===== src/rtl/aes_cbc_dec_ctrl_pkg.sv =====
// Shared definitions for the CBC inverse-cipher stream controller.
//   AES_BLK_W : width of one AES block
//   CNT_W     : key-expansion wait counter width
//   TCNT_W    : done-timeout counter width
//   state_e   : controller FSM encoding
//   blk_t     : one 128-bit block
package aes_cbc_dec_ctrl_pkg;

   localparam int unsigned AES_BLK_W = 128;
   localparam int unsigned CNT_W     = 5;
   localparam int unsigned TCNT_W    = 6;

   typedef logic [AES_BLK_W-1:0] blk_t;

   typedef enum logic [2:0] {
      StIdle   = 3'd0,
      StKeyExp = 3'd1,
      StReady  = 3'd2,
      StLoad   = 3'd3,
      StRun    = 3'd4,
      StOut    = 3'd5
   } state_e;

endpackage


===== src/rtl/aes_cbc_dec_ctrl_if.sv =====
// Stream bundle between a key/ciphertext source, the controller and a plaintext sink.
//   key_vld/key_rdy/key_in/iv_in : key + IV load handshake
//   ct_vld/ct_rdy/ct_data        : ciphertext block stream into the controller
//   pt_vld/pt_rdy/pt_data        : plaintext block stream out of the controller
// master = traffic side (bench / parent), slave = controller.
interface aes_cbc_dec_ctrl_if;
   import aes_cbc_dec_ctrl_pkg::*;

   logic key_vld;
   logic key_rdy;
   blk_t key_in;
   blk_t iv_in;
   logic ct_vld;
   logic ct_rdy;
   blk_t ct_data;
   logic pt_vld;
   logic pt_rdy;
   blk_t pt_data;

   modport master (
      output key_vld, key_in, iv_in, ct_vld, ct_data, pt_rdy,
      input  key_rdy, ct_rdy, pt_vld, pt_data
   );

   modport slave (
      input  key_vld, key_in, iv_in, ct_vld, ct_data, pt_rdy,
      output key_rdy, ct_rdy, pt_vld, pt_data
   );

endinterface


===== src/rtl/aes_cbc_dec_ctrl.sv =====
// Front/back end for a non-pipelined 128-bit inverse-cipher core (kld/ld/done interface).
// Loads key and IV, feeds one ciphertext block at a time, captures the core result on
// done and applies CBC unchaining before presenting plaintext downstream.
//   clk, rst        : clock, synchronous active-high reset (shared with the core)
//   bus             : key / ciphertext / plaintext streams (slave side)
//   core_kld        : one-cycle key-load pulse, core_key already holds the new key
//   core_key        : key register to core
//   core_ld         : one-cycle block-load pulse
//   core_text_in    : ciphertext register, stable from core_ld until done
//   core_done       : core completion pulse, core_text_out valid in the same cycle
//   core_text_out   : core result
//   busy            : block in flight (load / run / output)
//   err_timeout     : sticky, core failed to answer within DONE_TIMEOUT cycles
module aes_cbc_dec_ctrl
   import aes_cbc_dec_ctrl_pkg::*;
#(
   parameter bit          CBC_EN       = 1'b1,
   parameter int unsigned KEY_WAIT     = 14,
   parameter int unsigned DONE_TIMEOUT = 32
) (
   input  logic                clk,
   input  logic                rst,
   aes_cbc_dec_ctrl_if.slave   bus,
   output logic                core_kld,
   output blk_t                core_key,
   output logic                core_ld,
   output blk_t                core_text_in,
   input  logic                core_done,
   input  blk_t                core_text_out,
   output logic                busy,
   output logic                err_timeout
);

   localparam logic [CNT_W-1:0]  KeyLast  = CNT_W'(KEY_WAIT - 1);
   localparam logic [TCNT_W-1:0] TcntLast = TCNT_W'(DONE_TIMEOUT - 1);

   state_e              state_q, state_d;
   logic [CNT_W-1:0]    cnt_q, cnt_d;
   logic [TCNT_W-1:0]   tcnt_q, tcnt_d;
   blk_t                key_q, key_d;
   blk_t                chain_q, chain_d;
   blk_t                text_q, text_d;
   blk_t                pt_q, pt_d;
   logic                kld_q, kld_d;
   logic                err_q, err_d;
   logic                key_rdy;
   logic                key_acc;

   assign key_rdy = (state_q == StIdle) || (state_q == StReady);
   assign key_acc = bus.key_vld && key_rdy;

   always_comb begin
      state_d = state_q;
      cnt_d   = cnt_q;
      tcnt_d  = tcnt_q;
      key_d   = key_q;
      chain_d = chain_q;
      text_d  = text_q;
      pt_d    = pt_q;
      kld_d   = 1'b0;
      err_d   = err_q;

      // A new key always wins over a pending ciphertext and restarts the chain.
      if (key_acc) begin
         key_d   = bus.key_in;
         chain_d = bus.iv_in;
         kld_d   = 1'b1;
         cnt_d   = '0;
         err_d   = 1'b0;
         state_d = StKeyExp;
      end else begin
         case (state_q)
            StIdle: ;
            StKeyExp: begin
               if (cnt_q == KeyLast) begin
                  state_d = StReady;
               end else begin
                  cnt_d = cnt_q + CNT_W'(1);
               end
            end
            StReady: begin
               if (bus.ct_vld) begin
                  text_d  = bus.ct_data;
                  state_d = StLoad;
               end
            end
            StLoad: begin
               tcnt_d  = '0;
               state_d = StRun;
            end
            StRun: begin
               if (core_done) begin
                  pt_d    = core_text_out ^ (CBC_EN ? chain_q : '0);
                  chain_d = text_q;
                  state_d = StOut;
               end else if (tcnt_q == TcntLast) begin
                  // Block is dropped; chain keeps the last good ciphertext.
                  err_d   = 1'b1;
                  state_d = StReady;
               end else begin
                  tcnt_d = tcnt_q + TCNT_W'(1);
               end
            end
            StOut: begin
               if (bus.pt_rdy) begin
                  state_d = StReady;
               end
            end
            default: state_d = StIdle;
         endcase
      end
   end

   always_ff @(posedge clk) begin
      if (rst) begin
         state_q <= StIdle;
         cnt_q   <= '0;
         tcnt_q  <= '0;
         key_q   <= '0;
         chain_q <= '0;
         text_q  <= '0;
         pt_q    <= '0;
         kld_q   <= 1'b0;
         err_q   <= 1'b0;
      end else begin
         state_q <= state_d;
         cnt_q   <= cnt_d;
         tcnt_q  <= tcnt_d;
         key_q   <= key_d;
         chain_q <= chain_d;
         text_q  <= text_d;
         pt_q    <= pt_d;
         kld_q   <= kld_d;
         err_q   <= err_d;
      end
   end

   assign bus.key_rdy  = key_rdy;
   assign bus.ct_rdy   = (state_q == StReady) && !bus.key_vld;
   assign bus.pt_vld   = (state_q == StOut);
   assign bus.pt_data  = pt_q;
   assign core_kld     = kld_q;
   assign core_key     = key_q;
   assign core_ld      = (state_q == StLoad);
   assign core_text_in = text_q;
   assign busy         = (state_q == StLoad) || (state_q == StRun) || (state_q == StOut);
   assign err_timeout  = err_q;

endmodule


===== src/flat_wrapper.sv =====
// flat-port wrapper written by rule: the top's interface ports become plain ports
module aes_cbc_dec_ctrl_flat import aes_cbc_dec_ctrl_pkg::*;
#(
   parameter bit          CBC_EN       = 1'b1,
   parameter int unsigned KEY_WAIT     = 14,
   parameter int unsigned DONE_TIMEOUT = 32
)
  (clk, rst, core_kld, core_key, core_ld, core_text_in, core_done, core_text_out, busy, err_timeout, bus_key_vld, bus_key_in, bus_iv_in, bus_ct_vld, bus_ct_data, bus_pt_rdy, bus_key_rdy, bus_ct_rdy, bus_pt_vld, bus_pt_data);
  aes_cbc_dec_ctrl_if bus_i ();
  input  logic clk;
  input  logic rst;
  output logic core_kld;
  output blk_t core_key;
  output logic core_ld;
  output blk_t core_text_in;
  input  logic core_done;
  input  blk_t core_text_out;
  output logic busy;
  output logic err_timeout;
  input wire logic [$bits(bus_i.key_vld)-1:0] bus_key_vld;
  input wire logic [$bits(bus_i.key_in)-1:0] bus_key_in;
  input wire logic [$bits(bus_i.iv_in)-1:0] bus_iv_in;
  input wire logic [$bits(bus_i.ct_vld)-1:0] bus_ct_vld;
  input wire logic [$bits(bus_i.ct_data)-1:0] bus_ct_data;
  input wire logic [$bits(bus_i.pt_rdy)-1:0] bus_pt_rdy;
  output wire logic [$bits(bus_i.key_rdy)-1:0] bus_key_rdy;
  output wire logic [$bits(bus_i.ct_rdy)-1:0] bus_ct_rdy;
  output wire logic [$bits(bus_i.pt_vld)-1:0] bus_pt_vld;
  output wire logic [$bits(bus_i.pt_data)-1:0] bus_pt_data;
  assign bus_i.key_vld = bus_key_vld;
  assign bus_i.key_in = bus_key_in;
  assign bus_i.iv_in = bus_iv_in;
  assign bus_i.ct_vld = bus_ct_vld;
  assign bus_i.ct_data = bus_ct_data;
  assign bus_i.pt_rdy = bus_pt_rdy;
  assign bus_key_rdy = bus_i.key_rdy;
  assign bus_ct_rdy = bus_i.ct_rdy;
  assign bus_pt_vld = bus_i.pt_vld;
  assign bus_pt_data = bus_i.pt_data;
  aes_cbc_dec_ctrl #(.CBC_EN(CBC_EN), .KEY_WAIT(KEY_WAIT), .DONE_TIMEOUT(DONE_TIMEOUT)) u_core (.clk(clk), .rst(rst), .bus(bus_i), .core_kld(core_kld), .core_key(core_key), .core_ld(core_ld), .core_text_in(core_text_in), .core_done(core_done), .core_text_out(core_text_out), .busy(busy), .err_timeout(err_timeout));
endmodule

===== config.mk =====
export PLATFORM = sky130hd
export DESIGN_NAME = aes_cbc_dec_ctrl_flat
export DESIGN_NICKNAME = d
export VERILOG_FILES = /design/src/rtl/aes_cbc_dec_ctrl_pkg.sv /design/src/rtl/aes_cbc_dec_ctrl_if.sv /design/src/rtl/aes_cbc_dec_ctrl.sv /design/src/flat_wrapper.sv
export SDC_FILE = /design/constraint.sdc
export NUM_CORES = 1
export LEC_CHECK = 0
export ABC_AREA = 1
export BUFFER_PORTS_ARGS = -buffer_cell sky130_fd_sc_hd__buf_4
export CAP_MARGIN = 20
export CORE_AREA = 4 4 350 352
export CTS_BUF_LIST = sky130_fd_sc_hd__clkbuf_4 sky130_fd_sc_hd__clkbuf_8
export DETAILED_ROUTE_END_ITERATION = 7
export DIE_AREA = 0 0 354 356
export PLACE_DENSITY = 0.36
export SYNTH_ARGS = -nofsm -noshare
export SYNTH_HDL_FRONTEND = slang
export SYNTH_SLANG_ARGS = --single-unit

===== constraint.sdc =====
create_clock -name clk -period 1.57 [get_ports clk]
set_input_delay 0.314 -clock clk [delete_from_list [all_inputs] [get_ports clk]]
set_output_delay 0.314 -clock clk [all_outputs]
set_load 0.02 [all_outputs]

# Word-level counts from Yosys, hierarchy flattened
# Index checks and enable logic that the tools add are counted.
# word_totals
elab_cells	68
inputBits	518
ff_bits	528
# classes
n_mux	14
n_addsub	2
eq_ne	18
reduce_logical	19
bitwise_logic	5
# op_table
cell	count
2-to-1 mux 128 bit	3
bitwise XOR 128 bit	1
case mux 3 bit (6 select lines)	1
2-to-1 mux 3 bit	5
2-to-1 mux 6 bit	2
case mux 6 bit (2 select lines)	1
AND reduction 5 bit	2
!= test 3 x 2 -> 1 bit, second input constant	3
AND reduction 3 bit	3
!= test 2 bit, second input constant	4
adder 6 x 1 -> 6 bit, second input constant	1
equality test 3 x 2 -> 1 bit, second input constant	2
equality test 3 bit, second input constant	2
equality test 6 x 5 -> 1 bit, second input constant	1
nonzero test 2 bit	3
adder 5 x 1 -> 5 bit, second input constant	1
equality test 5 x 4 -> 1 bit, second input constant	1
!= test 2 x 1 -> 1 bit, second input constant	2
!= test 4 x 2 -> 1 bit, second input constant	1
inverter 1 bit	4
AND reduction 2 bit	2
AND reduction 4 bit	1
equality test 3 x 1 -> 1 bit, second input constant	1
zero test 3 bit	1
6 further kinds	10

# Longest topological paths before layout
# Gate-level depths: netlist (run 1).
# depth
word_depth	5
depth_mapped	11
depth_no_buf	11

# Least setup slack after synthesis (run 1)
# Ideal clock, no wire load.
# synth_timing
path_type	register -> register
startpoint	register u_core.state_q[2]
endpoint	register u_core.text_q[115], in the netlist u_core.core_text_in[115]
stages_incl_launch_ff	7
setup_time_ns	0.070
t_required_ns	1.500
path_slack_ns	0.059
path_buffers	1
arrival_time_ns	1.441
cell_sequence	dfxtp_1 nor2_2 nand2_1 nor2_4 buf_1 nand3_1 a21oi_1
# synth_via
elab_chain_cells	5
elab_cells_between_ends	6
# synth_rtl
item	line_no	rtl
start, declared	aes_cbc_dec_ctrl.sv:37	state_e state_q, state_d;
start signal, assigned	aes_cbc_dec_ctrl.sv:116	state_q <= StIdle;
start signal, assigned	aes_cbc_dec_ctrl.sv:126	state_q <= state_d;
equality test 3 x 2 -> 1 bit or zero test 3 bit (tied branches)	aes_cbc_dec_ctrl.sv:49, aes_cbc_dec_ctrl.sv:72	
logical OR 1 bit	aes_cbc_dec_ctrl.sv:49	assign key_rdy = (state_q == StIdle) || (state_q == StReady);
logical AND 1 bit	aes_cbc_dec_ctrl.sv:50	assign key_acc = bus.key_vld && key_rdy;
inverter 1 bit (no source line)	n/a	
AND reduction 3 bit (no source line) (*)	n/a	
end signal, assigned	aes_cbc_dec_ctrl.sv:131	text_q <= text_d;
end, declared	aes_cbc_dec_ctrl.sv:42	blk_t text_q, text_d;
# Every way passes the cells marked *; elsewhere a longest branch is shown, timed or not.
# A chain may end at the register's enable or synchronous reset.

# Worst setup path in the final report (run 1)
# layout_timing
startpoint	register u_core.state_q[0]
endpoint	output port busy
# layout_via
elab_chain_cells	3
elab_cells_between_ends	5
# layout_rtl
item	line_no	rtl
equality test 3 x 2 -> 1 bit or equality test 3 bit (tied branches)	aes_cbc_dec_ctrl.sv:146	assign busy = (state_q == StLoad) || (state_q == StRun) || (state_q == StOut);
logical OR 1 bit	aes_cbc_dec_ctrl.sv:146	
logical OR 1 bit (*)	aes_cbc_dec_ctrl.sv:146	
end, declared	flat_wrapper.sv:18	output logic busy;
# Marked as above.

==> metrics.txt, run 1 <==
# TYPE chip_impl_metric gauge
chip_impl_info{name="status",value="finished with violations"} 1
chip_impl_info{name="violations",value="setup timing"} 1
chip_impl_metric{name="final.setup.worst_slack",unit="ns"} -0.541
chip_impl_info{name="grt_setup_unrepaired",value="yes"} 1
chip_impl_metric{name="post_synth_num_cell_types",unit=""} 29
chip_impl_metric{name="drive_above_1_share",unit="%"} 55.9
chip_impl_metric{name="gr-total-overflow",unit=""} 0
chip_impl_info{name="critical_path.startpoint_type",value="flip-flop"} 1
chip_impl_info{name="ctsRootBufferMaster",value="clkbuf_8"} 1
chip_impl_metric{name="postLayoutCellArea",unit="sq mm"} 0.0445
chip_impl_metric{name="seqCellArea",unit="sq mm"} 0.0111
chip_impl_metric{name="drt-vias-per-instance",unit=""} 4.11
chip_impl_metric{name="critPathMaxFanout",unit=""} 3
chip_impl_metric{name="ys_ff_latch",unit=""} 528
chip_impl_metric{name="finalMaxSlewViolations",unit=""} 0
chip_impl_metric{name="synthCells",unit=""} 2233
chip_impl_metric{name="io_buffers",unit=""} 908
chip_impl_metric{name="power.density",unit="mW/mm^2"} 815
chip_impl_metric{name="hold_viol",unit=""} 0
chip_impl_metric{name="multi_input_area",unit="sq mm"} 0.0100
chip_impl_metric{name="achievable_clock_frequency",unit="MHz"} 474
chip_impl_metric{name="dp_cells",unit=""} 4720
chip_impl_metric{name="critPathMaxStageDelay",unit="ns"} 0.33
chip_impl_metric{name="synthesis.area",unit="sq mm"} 0.0196
chip_impl_metric{name="grt_pass1_wl",unit="microns"} 161000
chip_impl_metric{name="maxCapViolCount",unit=""} 0
chip_impl_metric{name="cts_buffer_depth",unit=""} 3
chip_impl_metric{name="synth-async-reset-ratio",unit="%"} 0
chip_impl_metric{name="die_h",unit="microns"} 356
chip_impl_metric{name="tightest_slew",unit="ns"} 0.787
chip_impl_metric{name="vdd_ir_drop_max",unit="V"} 0.000546
chip_impl_metric{name="nNetsFinal",unit=""} 4520
chip_impl_metric{name="syn2layout_area_growth",unit="%"} 127
chip_impl_metric{name="cts.reportedPaths.clkPinSlew",unit="ns"} 0.06
chip_impl_metric{name="setup_viol",unit=""} 501
chip_impl_metric{name="dieWidth",unit="microns"} 354
chip_impl_metric{name="total_cts_buffers",unit=""} 107
chip_impl_info{name="synth_flop_cell",value="dfxtp_1"} 1
chip_impl_metric{name="grt_max_degree",unit=""} 97
chip_impl_metric{name="post-route-drc-count",unit=""} 0
chip_impl_metric{name="worst-endpoint-required",unit="ns"} 1.26
chip_impl_metric{name="timing.max_slew.rel_slack",unit="%"} 47.5
chip_impl_metric{name="dieArea",unit="sq mm"} 0.126
chip_impl_metric{name="routed-via-count",unit=""} 23420
chip_impl_info{name="hold_path_class",value="primary input to flip-flop"} 1
chip_impl_metric{name="drtAntennaViolNets",unit=""} 0
chip_impl_metric{name="cts_num_sinks",unit=""} 528
chip_impl_metric{name="dr.pass1.iters",unit=""} 5
chip_impl_info{name="cts_tree",value="yes"} 1
chip_impl_metric{name="postSynthAreaPerCell",unit="sq um"} 8.78
chip_impl_metric{name="synth.net_count",unit=""} 2754
chip_impl_metric{name="detailed_place_hpwl",unit="microns"} 83000
chip_impl_metric{name="gp_routability_congestion",unit=""} 0.807
chip_impl_info{name="path_class",value="flip-flop to output pin"} 1
chip_impl_metric{name="yosysTopAreaCellShare",unit="%"} 53.9
chip_impl_metric{name="final_wirelength",unit="microns"} 124000
chip_impl_metric{name="post-route-period-util",unit="%"} 134
chip_impl_metric{name="placement_rows",unit=""} 127
chip_impl_metric{name="placement.cell_area",unit="sq mm"} 0.0294
chip_impl_info{name="crit_path_top_delay_cell",value="dfxtp_2"} 1
chip_impl_info{name="most_area_consuming_cells_after_synthesis",value="dfxtp_1 54%, nand2_1 9.2%, a21oi_1 7.7%"} 1
chip_impl_info{name="crit_path_frequent_cell",value="buf_6"} 1
chip_impl_metric{name="route.detailed.wl_per_inst",unit="microns"} 21.8
chip_impl_metric{name="period_needed",unit="ns"} 2.11
chip_impl_metric{name="detailedRoute.firstIterationViolations",unit=""} 1016
chip_impl_metric{name="core_area",unit="sq mm"} 0.119
chip_impl_metric{name="timing.critical_path.arrival",unit="ns"} 1.80
chip_impl_metric{name="ctsHtreeMaxLevel",unit=""} 3
chip_impl_info{name="crit_chain",value="buf_6 > buf_6 > nand2_4 > buf_6 > o211ai_1 > buf_4"} 1
chip_impl_metric{name="power_leakage",unit="nW"} 18.4
chip_impl_metric{name="fin_worst_skew",unit="ns"} 0.0439
chip_impl_info{name="synth_area_leader_cell",value="dfxtp_1"} 1
chip_impl_metric{name="first_global_vias",unit=""} 23987
chip_impl_metric{name="initial_core_util",unit="%"} 16.4
chip_impl_metric{name="grt_antenna_before_repair",unit=""} 11
chip_impl_metric{name="ioPinCount",unit=""} 909
chip_impl_info{name="endpoint_kind",value="output pin"} 1
chip_impl_metric{name="grt_usage",unit="%"} 17.1
chip_impl_metric{name="synth_enable_flop_cells",unit=""} 0
chip_impl_metric{name="fillCellCount",unit=""} 12107
chip_impl_metric{name="instances_no_fill",unit=""} 5695
chip_impl_metric{name="seq_total_area_yosys",unit="%"} 53.9
chip_impl_metric{name="synth-warning-count",unit=""} 0
chip_impl_metric{name="clk-insertion-delay-late",unit="ns"} 0.76
-- state kept, by name, summed over array words and instances (netlist names) --
register             cells
u_core.core_text_in    128
u_core.err_timeout       1
u_core.state_q           3
u_core.core_key        128
u_core.core_kld          1
u_core.chain_q         128
u_core.cnt_q             5
u_core.tcnt_q            6
u_core.bus.pt_data     128
-- final timing paths --
check	startpoint	end	slack [ns]	cells past startpoint
max	u_core.state_q[0]$_SDFFE_PP0P_	busy	-0.54	6
max reg2reg	u_core.state_q[0]$_SDFFE_PP0P_	u_core.chain_q[124]$_SDFFE_PP0P_	-0.24	12
min reg2reg	u_core.core_text_in[122]$_SDFFE_PP0P_	u_core.core_text_in[122]$_SDFFE_PP0P_	0.47	2
min	core_done	u_core.err_timeout$_SDFFE_PP0P_	0.13	7
-- synthesized netlist by cell type (19+ instances only) --
cell / n
a22o_1: 128
o21ai_0: 142
nor2_1: 19
dfxtp_1: 528
inv_1: 40
buf_2: 71
a21oi_1: 302
nand3_1: 113
a22oi_1: 33
xnor2_1: 130
clkbuf_1: 81
a31oi_1: 72
nand2_1: 483
buf_4: 22
o21ai_1: 34
-- worst max-delay path: cells and delay by family (launching register included) --
family,cells,cell delay (ns)
buffers and inverters,4,0.53
DFF,1,0.33
AOI/OAI and AO/OA,1,0.17
and+or+nand+nor,1,0.05
-- stage by stage --
step	hold slack (ns)	power, W	utilization, %	worst slack [ns]	setup TNS, ns
floorplan	0.424	0.0163	-	0.0585	0
global placement	0.453	0.0190	24.7	-0.228	-6.14
detailed placement	0.457	0.0190	24.7	-0.192	-9.78
CTS	0.00640	0.0364	33.6	-0.654	-37.68
global route	0.104	0.0379	37.3	-0.660	-109.38
finish	0.133	0.0363	37.3	-0.541	-52.75
-- placed cells by master, fill, tap and decap left out, drive strengths merged, types with 4 or more instances in the layout --
master / count
a21oi: 302
nor2: 26
dlygate4sd3: 514
clkinvlp: 4
inv: 44
diode: 7
dfxtp: 528
buf: 1268
a22o: 128
clkbuf: 227
clkinv: 9
o21ai: 176
xnor2: 130
a31oi: 72
nand2: 485
nand3: 114
a22oi: 33
-- report_power, final --
group / switching [W] / total, W / internal, W
clock: 0.00663 / 0.0155 / 0.00889
sequential: 0.000421 / 0.0143 / 0.0139
combinational: 0.00280 / 0.00642 / 0.00362
total: 0.00985 / 0.0363 / 0.0264
-- layout make-up --
class | instances | share of cell area, %
clock buffer | 173 | 4.80
antenna | 7 | 0.0393
sequential | 528 | 24.9
tap | 1612 | 4.53
clock inverter | 13 | 0.377
timing repair buffer | 1836 | 42.4
multi-input combinational | 1480 | 22.5
inverter | 46 | 0.453
-- cells by family after synthesis --
logic type | after synthesis | synth area share, %
xor+xnor | 133 | 5.94
flops | 528 | 53.9
buf+inv | 225 | 5.26
simple gates | 632 | 13.2
fa+ha+maj | 3 | 0.191
compound gates | 712 | 21.5
-- metal layers --
metal / vias up / GRT usage [%] / routed length [microns]
li1: 11292 / - / -
met1: 11128 / 19.6 / 50600
met2: 796 / 28.8 / 59500
met3: 196 / 6.01 / 9230
met4: 8 / 7.59 / 4770
met5: - / 0 / 50
-- what timing repair did --
action,4_1_cts,5_1_grt
resized for setup,782,721
cloned,5,63
hold buffers,514,0
hold endpoints to repair,518,0
pin swaps,8,104
setup buffers,138,63
endpoints found under the setup margin,645,903
Power figures use the tool's default switching activity.
==> inputs of run 2 (changes only) <==
--- a/config.mk
+++ b/config.mk
@@ -8,11 +8,13 @@
 export ABC_AREA = 1
 export BUFFER_PORTS_ARGS = -buffer_cell sky130_fd_sc_hd__buf_4
 export CAP_MARGIN = 20
-export CORE_AREA = 4 4 350 352
+export CELL_PAD_IN_SITES_DETAIL_PLACEMENT = 1
+export CELL_PAD_IN_SITES_GLOBAL_PLACEMENT = 1
+export CORE_AREA = 4 4 348 350
 export CTS_BUF_LIST = sky130_fd_sc_hd__clkbuf_4 sky130_fd_sc_hd__clkbuf_8
 export DETAILED_ROUTE_END_ITERATION = 7
-export DIE_AREA = 0 0 354 356
-export PLACE_DENSITY = 0.36
+export DIE_AREA = 0 0 352 354
+export PLACE_DENSITY = 0.46
 export SYNTH_ARGS = -nofsm -noshare
 export SYNTH_HDL_FRONTEND = slang
 export SYNTH_SLANG_ARGS = --single-unit
==> run 2 against run 1 <==
- the run still ends with setup timing left
- routed wire length grew 6.0%
- cell count shrank 1.3%
- critical path depth is the same
- sequential share of layout area grew 0.53 points
- utilization shrank 0.97 points
- via count grew 1.5%
- die area shrank 1.1%
- worst hold slack lost 0.053 ns
- fmax shrank 1.7%
- setup slack lost 0.038 ns
- largest cell class unchanged
- highest routed layer unchanged
==> metrics.txt, run 2 (synthesized netlist as in run 1, its figures left out) <==
# TYPE chip_impl_metric gauge
chip_impl_info{name="status",value="finished with violations"} 1
chip_impl_info{name="violations",value="setup timing"} 1
chip_impl_metric{name="power.internal",unit="W"} 0.0269
chip_impl_metric{name="final.setup.worst_slack",unit="ns"} -0.579
chip_impl_metric{name="timing.critical_path.arrival",unit="ns"} 1.83
chip_impl_info{name="ctsRootBufferMaster",value="clkbuf_8"} 1
chip_impl_metric{name="worst_hold_path.num_cells",unit=""} 4
chip_impl_info{name="crit_path_frequent_cell",value="buf_4"} 1
chip_impl_metric{name="hold_viol",unit=""} 0
chip_impl_metric{name="drt-vias-per-instance",unit=""} 4.23
chip_impl_metric{name="detailed_place_hpwl",unit="microns"} 83800
chip_impl_metric{name="gp_routability_congestion",unit=""} 0.793
chip_impl_info{name="hold_path_class",value="primary input to flip-flop"} 1
chip_impl_metric{name="fin_worst_skew",unit="ns"} 0.0612
chip_impl_info{name="most_common_library_cell_in_the_layout_ignoring_fill_and_taps",value="buf_4"} 1
chip_impl_metric{name="nNetsFinal",unit=""} 4499
chip_impl_metric{name="cts_num_sinks",unit=""} 528
chip_impl_metric{name="initial_core_util",unit="%"} 16.6
chip_impl_metric{name="dieArea",unit="sq mm"} 0.125
chip_impl_metric{name="placement.cell_area",unit="sq mm"} 0.0293
chip_impl_metric{name="worst-endpoint-required",unit="ns"} 1.26
chip_impl_metric{name="switching_share",unit="%"} 27.6
chip_impl_info{name="grt_setup_unrepaired",value="yes"} 1
chip_impl_info{name="rr_endpoint",value="u_core.tcnt_q[0]$_SDFFE_PP0P_"} 1
chip_impl_metric{name="finalMaxSlewViolations",unit=""} 0
chip_impl_metric{name="critPathMaxStageDelay",unit="ns"} 0.32
chip_impl_metric{name="total_cts_buffers",unit=""} 106
chip_impl_metric{name="maxCapViolCount",unit=""} 0
chip_impl_info{name="min_to",value="u_core.bus.pt_data[53]$_SDFFE_PP0P_"} 1
chip_impl_info{name="critical-path-top-delay-family",value="buffers and inverters"} 1
chip_impl_metric{name="postLayoutCellArea",unit="sq mm"} 0.0428
chip_impl_metric{name="grt_antenna_before_repair",unit=""} 25
chip_impl_metric{name="comb_power_share",unit="%"} 18.0
chip_impl_info{name="holdCritStartpoint",value="core_text_out[53]"} 1
chip_impl_metric{name="gr-total-overflow",unit=""} 0
chip_impl_info{name="critical_path.startpoint_type",value="flip-flop"} 1
chip_impl_metric{name="die_h",unit="microns"} 354
chip_impl_metric{name="ioPinCount",unit=""} 909
chip_impl_metric{name="cts.reportedPaths.clkPinSlew",unit="ns"} 0.05
chip_impl_metric{name="first_global_vias",unit=""} 25308
chip_impl_metric{name="drive_above_1_share",unit="%"} 46.4
chip_impl_metric{name="post-route-drc-count",unit=""} 0
chip_impl_metric{name="grt_max_degree",unit=""} 104
chip_impl_metric{name="clk-insertion-delay-late",unit="ns"} 0.81
chip_impl_metric{name="route.detailed.wl_per_inst",unit="microns"} 23.4
chip_impl_metric{name="power_leakage",unit="nW"} 17.9
chip_impl_metric{name="cts_buffer_depth",unit=""} 3
chip_impl_metric{name="power.share.sequential",unit="%"} 38.6
chip_impl_info{name="crit_chain",value="buf_4 > nor2_4 > nand2_2 > buf_6 > o211ai_1 > buf_4"} 1
chip_impl_metric{name="final.setup.tns",unit="ns"} -83.01
chip_impl_metric{name="drtAntennaViolNets",unit=""} 0
chip_impl_metric{name="dieWidth",unit="microns"} 352
chip_impl_metric{name="cp_num_buf_inv",unit=""} 3
chip_impl_metric{name="dr.pass1.iters",unit=""} 7
chip_impl_metric{name="period_needed",unit="ns"} 2.15
chip_impl_metric{name="power.share.clock",unit="%"} 43.4
chip_impl_metric{name="post-route-period-util",unit="%"} 137
chip_impl_metric{name="placement_rows",unit=""} 126
chip_impl_metric{name="critPathMaxFanout",unit=""} 5
chip_impl_info{name="crit-reg2reg-launch",value="u_core.state_q[1]$_SDFFE_PP0P_"} 1
chip_impl_metric{name="tightest_slew",unit="ns"} 0.605
chip_impl_metric{name="syn2layout_area_growth",unit="%"} 118
chip_impl_info{name="path_class",value="flip-flop to output pin"} 1
chip_impl_info{name="cts_tree",value="yes"} 1
chip_impl_metric{name="power.density",unit="mW/mm^2"} 866
chip_impl_metric{name="routed-via-count",unit=""} 23764
chip_impl_metric{name="detailedRoute.firstIterationViolations",unit=""} 1013
chip_impl_metric{name="reg2reg_slack",unit="ns"} -0.32
chip_impl_info{name="top_library_cells_by_usage_in_the_layout_fill_and_taps_aside",value="868 x buf_4, 515 x dlygate4sd3_1, 434 x nand2_1"} 1
chip_impl_metric{name="setup_viol",unit=""} 644
chip_impl_metric{name="ctsHtreeMaxLevel",unit=""} 3
chip_impl_metric{name="instances_no_fill",unit=""} 5620
chip_impl_metric{name="final_wirelength",unit="microns"} 131000
chip_impl_metric{name="worst_hold_slack",unit="ns"} 0.0805
chip_impl_info{name="endpoint_kind",value="output pin"} 1
chip_impl_metric{name="vdd_ir_drop_max",unit="V"} 0.000565
chip_impl_info{name="crit_path_top_delay_cell",value="dfxtp_2"} 1
chip_impl_metric{name="timing.max_slew.rel_slack",unit="%"} 59.7
chip_impl_metric{name="io_buffers",unit=""} 908
chip_impl_metric{name="switching_power",unit="W"} 0.0102
chip_impl_metric{name="grt_usage",unit="%"} 18.7
chip_impl_metric{name="achievable_clock_frequency",unit="MHz"} 465
chip_impl_metric{name="dp_cells",unit=""} 4651
chip_impl_metric{name="r2r_cells",unit=""} 14
chip_impl_metric{name="core_util_final",unit="%"} 36.3
chip_impl_metric{name="grt_pass1_wl",unit="microns"} 175000
chip_impl_metric{name="core_area",unit="sq mm"} 0.118
[run 2: worst min-delay path, cell delays in order]
cell	delay (ns)
buf_4	0.09
xnor2_1	0.17
buf_4	0.15
a21oi_1	0.06
[run 2: final cells by class]
cell class | count | area (sq um)
Fill cell | 13335 | 75000
Timing Repair Buffer | 1816 | 18500
Sequential cell | 528 | 10900
Multi-Input combinational cell | 1480 | 8870
Clock buffer | 168 | 2070
Tap cell | 1536 | 1920
Clock inverter | 21 | 290
Inverter | 46 | 208
Antenna cell | 25 | 62.6
[run 2: timing repair]
| action | in CTS | in global routing |
|---|---|---|
| pin swaps | 9 | 108 |
| cloned | 21 | 57 |
| setup endpoints to repair | 784 | 917 |
| setup buffers | 119 | 53 |
| hold buffers | 515 | 0 |
| resized for setup | 542 | 396 |
| hold endpoints to repair | 515 | 0 |
[run 2: routing by layer]
| layer | GRT usage, % | share of wire, % | up-vias | routed length (microns) |
|---|---|---|---|---|
| met2 | 32.0 | 49 | 797 | 63800 |
| li1 | - | - | 11260 | - |
| met5 | 0 | 0.021 | - | 27 |
| met1 | 22.5 | 43 | 11496 | 56000 |
| met4 | 6.89 | 3.3 | 4 | 4330 |
| met3 | 4.94 | 5.5 | 207 | 7240 |
[run 2: per-stage QoR]
stage	power, W	setup WS [ns]
after global placement	0.0189	-0.204
after floorplan	0.0163	0.0585
after detailed placement	0.0189	-0.187
after global routing	0.0387	-0.740
final	0.0371	-0.579
after CTS	0.0372	-0.713
[run 2: how the worst max path moves through the flow]
stage,from,to,slack (ns),depth (start not counted)
floorplan,u_core.state_q[2]$_SDFFE_PP0P_,u_core.core_text_in[115]$_SDFFE_PP0P_,0.06,6
global placement,u_core.state_q[1]$_SDFFE_PP0P_,bus_ct_rdy,-0.20,6
detailed placement,u_core.state_q[1]$_SDFFE_PP0P_,bus_ct_rdy,-0.19,6
CTS,u_core.state_q[1]$_SDFFE_PP0P_,busy,-0.71,7
global route,u_core.state_q[1]$_SDFFE_PP0P_,busy,-0.74,6
finish,u_core.state_q[1]$_SDFFE_PP0P_,busy,-0.58,6
[run 2: power groups by stage]
stage,combinational [W],clock (W),sequential [W]
floorplan,0.00146,0,0.0148
global placement,0.00434,0,0.0146
detailed placement,0.00435,0,0.0146
CTS,0.00621,0.0167,0.0143
global route,0.00707,0.0173,0.0144
finish,0.00668,0.0161,0.0143
==> inputs of run 3 (changes only) <==
--- a/config.mk
+++ b/config.mk
@@ -15,6 +15,7 @@
 export DETAILED_ROUTE_END_ITERATION = 7
 export DIE_AREA = 0 0 352 354
 export PLACE_DENSITY = 0.46
+export REMOVE_ABC_BUFFERS = 1
 export SYNTH_ARGS = -nofsm -noshare
 export SYNTH_HDL_FRONTEND = slang
 export SYNTH_SLANG_ARGS = --single-unit
==> constraint.sdc (replaced) <==
create_clock -name clk -period 1.57 [get_ports clk]
set_input_delay 0.157 -clock clk [delete_from_list [all_inputs] [get_ports clk]]
set_output_delay 0.157 -clock clk [all_outputs]
set_load 0.02 [all_outputs]
==> run 3 against run 2 <==
- the run still ends with setup timing left
- clock skew is 0.016 ns lower
- critical endpoint is now u_core.core_text_in[17]$_SDFFE_PP0P_
- clock-buffer cell count is 12 higher
- sequential cell count unchanged
- cell count is 2.1% lower
- global-route usage fell by 0.64 points
- largest power group unchanged
- design area shrank 7.8%
- sequential power about the same
- first-iteration DRC count is 12% higher
- utilization down 2.8 points
==> metrics.txt, run 3 (synthesized netlist as in run 1, its figures left out) <==
# TYPE chip_impl_metric gauge
chip_impl_metric{name="grt_max_degree",unit=""} 44
chip_impl_metric{name="final_wirelength",unit="microns"} 122000
chip_impl_metric{name="final.setup.tns",unit="ns"} -69.33
chip_impl_info{name="hold_path_class",value="primary input to flip-flop"} 1
chip_impl_info{name="status",value="finished with violations"} 1
chip_impl_info{name="path_class",value="flip-flop to flip-flop"} 1
chip_impl_info{name="grt_setup_unrepaired",value="yes"} 1
chip_impl_metric{name="post-route-period-util",unit="%"} 129
chip_impl_metric{name="setup_viol",unit=""} 360
chip_impl_metric{name="core_area",unit="sq mm"} 0.118
chip_impl_metric{name="placement_rows",unit=""} 126
chip_impl_metric{name="io_buffers",unit=""} 908
chip_impl_info{name="ctsRootBufferMaster",value="clkbuf_8"} 1
chip_impl_metric{name="timing.critical_path.arrival",unit="ns"} 2.61
chip_impl_metric{name="cts_num_sinks",unit=""} 528
chip_impl_info{name="violations",value="setup timing"} 1
chip_impl_metric{name="cts_buffer_depth",unit=""} 3
chip_impl_metric{name="total_cts_buffers",unit=""} 107
chip_impl_metric{name="detailedRoute.firstIterationViolations",unit=""} 1130
chip_impl_metric{name="period_needed",unit="ns"} 2.03
chip_impl_info{name="endpoint_kind",value="flip-flop"} 1
chip_impl_metric{name="vdd_ir_drop_max",unit="V"} 0.000541
chip_impl_metric{name="drtAntennaViolNets",unit=""} 0
chip_impl_metric{name="clk-insertion-delay-late",unit="ns"} 0.73
chip_impl_info{name="cts_tree",value="yes"} 1
chip_impl_metric{name="r2r_cells",unit=""} 14
chip_impl_metric{name="ioPinCount",unit=""} 909
chip_impl_metric{name="total_power_after_layout",unit="W"} 0.0363
chip_impl_metric{name="instances_no_fill",unit=""} 5502
chip_impl_metric{name="worst-endpoint-required",unit="ns"} 2.15
chip_impl_metric{name="fillCellCount",unit=""} 13641
chip_impl_metric{name="worst_hold_path.num_cells",unit=""} 3
chip_impl_metric{name="tightest_slew",unit="ns"} 0.516
chip_impl_metric{name="power_leakage",unit="nW"} 16.7
chip_impl_metric{name="detailed_place_hpwl",unit="microns"} 85200
chip_impl_metric{name="initial_core_util",unit="%"} 16.6
chip_impl_metric{name="finalMaxSlewViolations",unit=""} 0
chip_impl_metric{name="dr.pass1.iters",unit=""} 4
chip_impl_metric{name="multi_input_area",unit="sq mm"} 0.00827
chip_impl_metric{name="grt_pass1_wl",unit="microns"} 170000
chip_impl_metric{name="syn2layout_area_growth",unit="%"} 101
chip_impl_info{name="most_common_library_cell_in_the_layout_ignoring_fill_and_taps",value="buf_4"} 1
chip_impl_metric{name="worst_hold_slack",unit="ns"} 0.184
chip_impl_metric{name="timing.max_slew.rel_slack",unit="%"} 65.3
chip_impl_metric{name="drt-vias-per-instance",unit=""} 4.13
chip_impl_metric{name="hold_viol",unit=""} 0
chip_impl_metric{name="final.setup.worst_slack",unit="ns"} -0.461
chip_impl_metric{name="drive_above_1_share",unit="%"} 37.5
chip_impl_metric{name="critPathMaxFanout",unit=""} 13
chip_impl_metric{name="seqCellArea",unit="sq mm"} 0.0106
chip_impl_metric{name="ctsHtreeMaxLevel",unit=""} 3
chip_impl_info{name="top_library_cells_by_usage_in_the_layout_fill_and_taps_aside",value="1,021 x buf_4, 517 x dlygate4sd3_1, 503 x dfxtp_1"} 1
chip_impl_metric{name="grt_antenna_before_repair",unit=""} 12
chip_impl_metric{name="achievable_clock_frequency",unit="MHz"} 492
chip_impl_metric{name="gp_routability_congestion",unit=""} 0.818
chip_impl_metric{name="first_global_vias",unit=""} 24614
chip_impl_metric{name="maxCapViolCount",unit=""} 0
chip_impl_metric{name="fin_worst_skew",unit="ns"} 0.0450
chip_impl_metric{name="gr-total-overflow",unit=""} 0
chip_impl_info{name="critical_path.startpoint_type",value="flip-flop"} 1
chip_impl_metric{name="dieArea",unit="sq mm"} 0.125
chip_impl_metric{name="power.density",unit="mW/mm^2"} 920
chip_impl_metric{name="route.detailed.wl_per_inst",unit="microns"} 22.2
chip_impl_metric{name="dieWidth",unit="microns"} 352
chip_impl_metric{name="cts.reportedPaths.clkPinSlew",unit="ns"} 0.06
chip_impl_metric{name="die_h",unit="microns"} 354
chip_impl_metric{name="routed-via-count",unit=""} 22719
chip_impl_metric{name="dp_cells",unit=""} 4674
chip_impl_metric{name="post-route-drc-count",unit=""} 0
chip_impl_metric{name="nNetsFinal",unit=""} 4389
chip_impl_metric{name="grt_usage",unit="%"} 18.1
-- run 3: cell count changes in the layout (fill, tap and decap cells not counted), moves of 42 or more --
cell	change
a21oi_1	+43
o21ai_1	-42
buf_6	-205
buf_4	+153
o21ai_0	+58
dfxtp_2	-165
a21oi_2	-42
dfxtp_1	+181
-- run 3: area by class of cell --
| class | count | share of cell area, % |
|---|---|---|
| Antenna cell | 7 | 0.0444 |
| Clock buffer | 180 | 5.64 |
| Clock inverter | 20 | 0.444 |
| Inverter | 46 | 0.476 |
| Multi-Input combinational cell | 1480 | 21.0 |
| Sequential cell | 528 | 26.9 |
| Tap cell | 1536 | 4.87 |
| Timing Repair Buffer | 1705 | 40.6 |
-- run 3: stage by stage --
stage               cell area (sq um)  setup slack [ns]  utilization [%]
floorplan                       18700             -4.12                -
global placement                29600           -0.0816             25.1
detailed placement              29600           -0.0835             25.1
CTS                             38100            -0.555             32.3
global route                    39400            -0.569             33.5
finish                          39500            -0.461             33.5
-- run 3: what timing repair did --
action,CTS,global route
setup buffers,30,43
endpoints found under the setup margin,352,433
pin swaps,6,37
hold buffers,517,0
gates cloned,9,27
hold endpoints to repair,525,0
gates resized for setup,101,127
-- run 3: worst paths after layout --
| kind | endpoint | startpoint | slack, ns |
|---|---|---|---|
| worst min register to register | u_core.tcnt_q[5]$_SDFFE_PP0P_ | u_core.tcnt_q[5]$_SDFFE_PP0P_ | 0.46 |
| worst min-delay path | u_core.core_key[41]$_SDFFE_PP0P_ | bus_key_in[41] | 0.18 |
| worst max-delay path | u_core.core_text_in[17]$_SDFFE_PP0P_ | u_core.state_q[1]$_SDFFE_PP0P_ | -0.46 |
| worst max register to register | u_core.core_text_in[17]$_SDFFE_PP0P_ | u_core.state_q[1]$_SDFFE_PP0P_ | -0.46 |
-- run 3: power breakdown --
| part | internal (W) | total (W) | switching [W] |
|---|---|---|---|
| sequential | 0.0139 | 0.0143 | 0.000398 |
| combinational | 0.00336 | 0.00596 | 0.00259 |
| clock | 0.00925 | 0.0160 | 0.00678 |
-- run 3: layer usage --
layer	wire, microns	vias up	global-route usage [%]
li1	-	10992	-
met2	60500	586	31.5
met1	53100	10967	22.6
met4	3190	4	5.29
met3	5430	170	3.59
met5	26	-	0
-- run 3: worst max-delay path: stages, from the launching register on --
cell	delay, ns
dfxtp_2	0.35
inv_2	0.06
nor2_4	0.10
nand2_2	0.09
nor2_4	0.13
buf_4	0.13
buf_6	0.08
buf_6	0.08
buf_6	0.11
nand2_8	0.12
clkbuf_16	0.22
buf_4	0.15
buf_12	0.14
nand2_1	0.06
a21oi_1	0.05
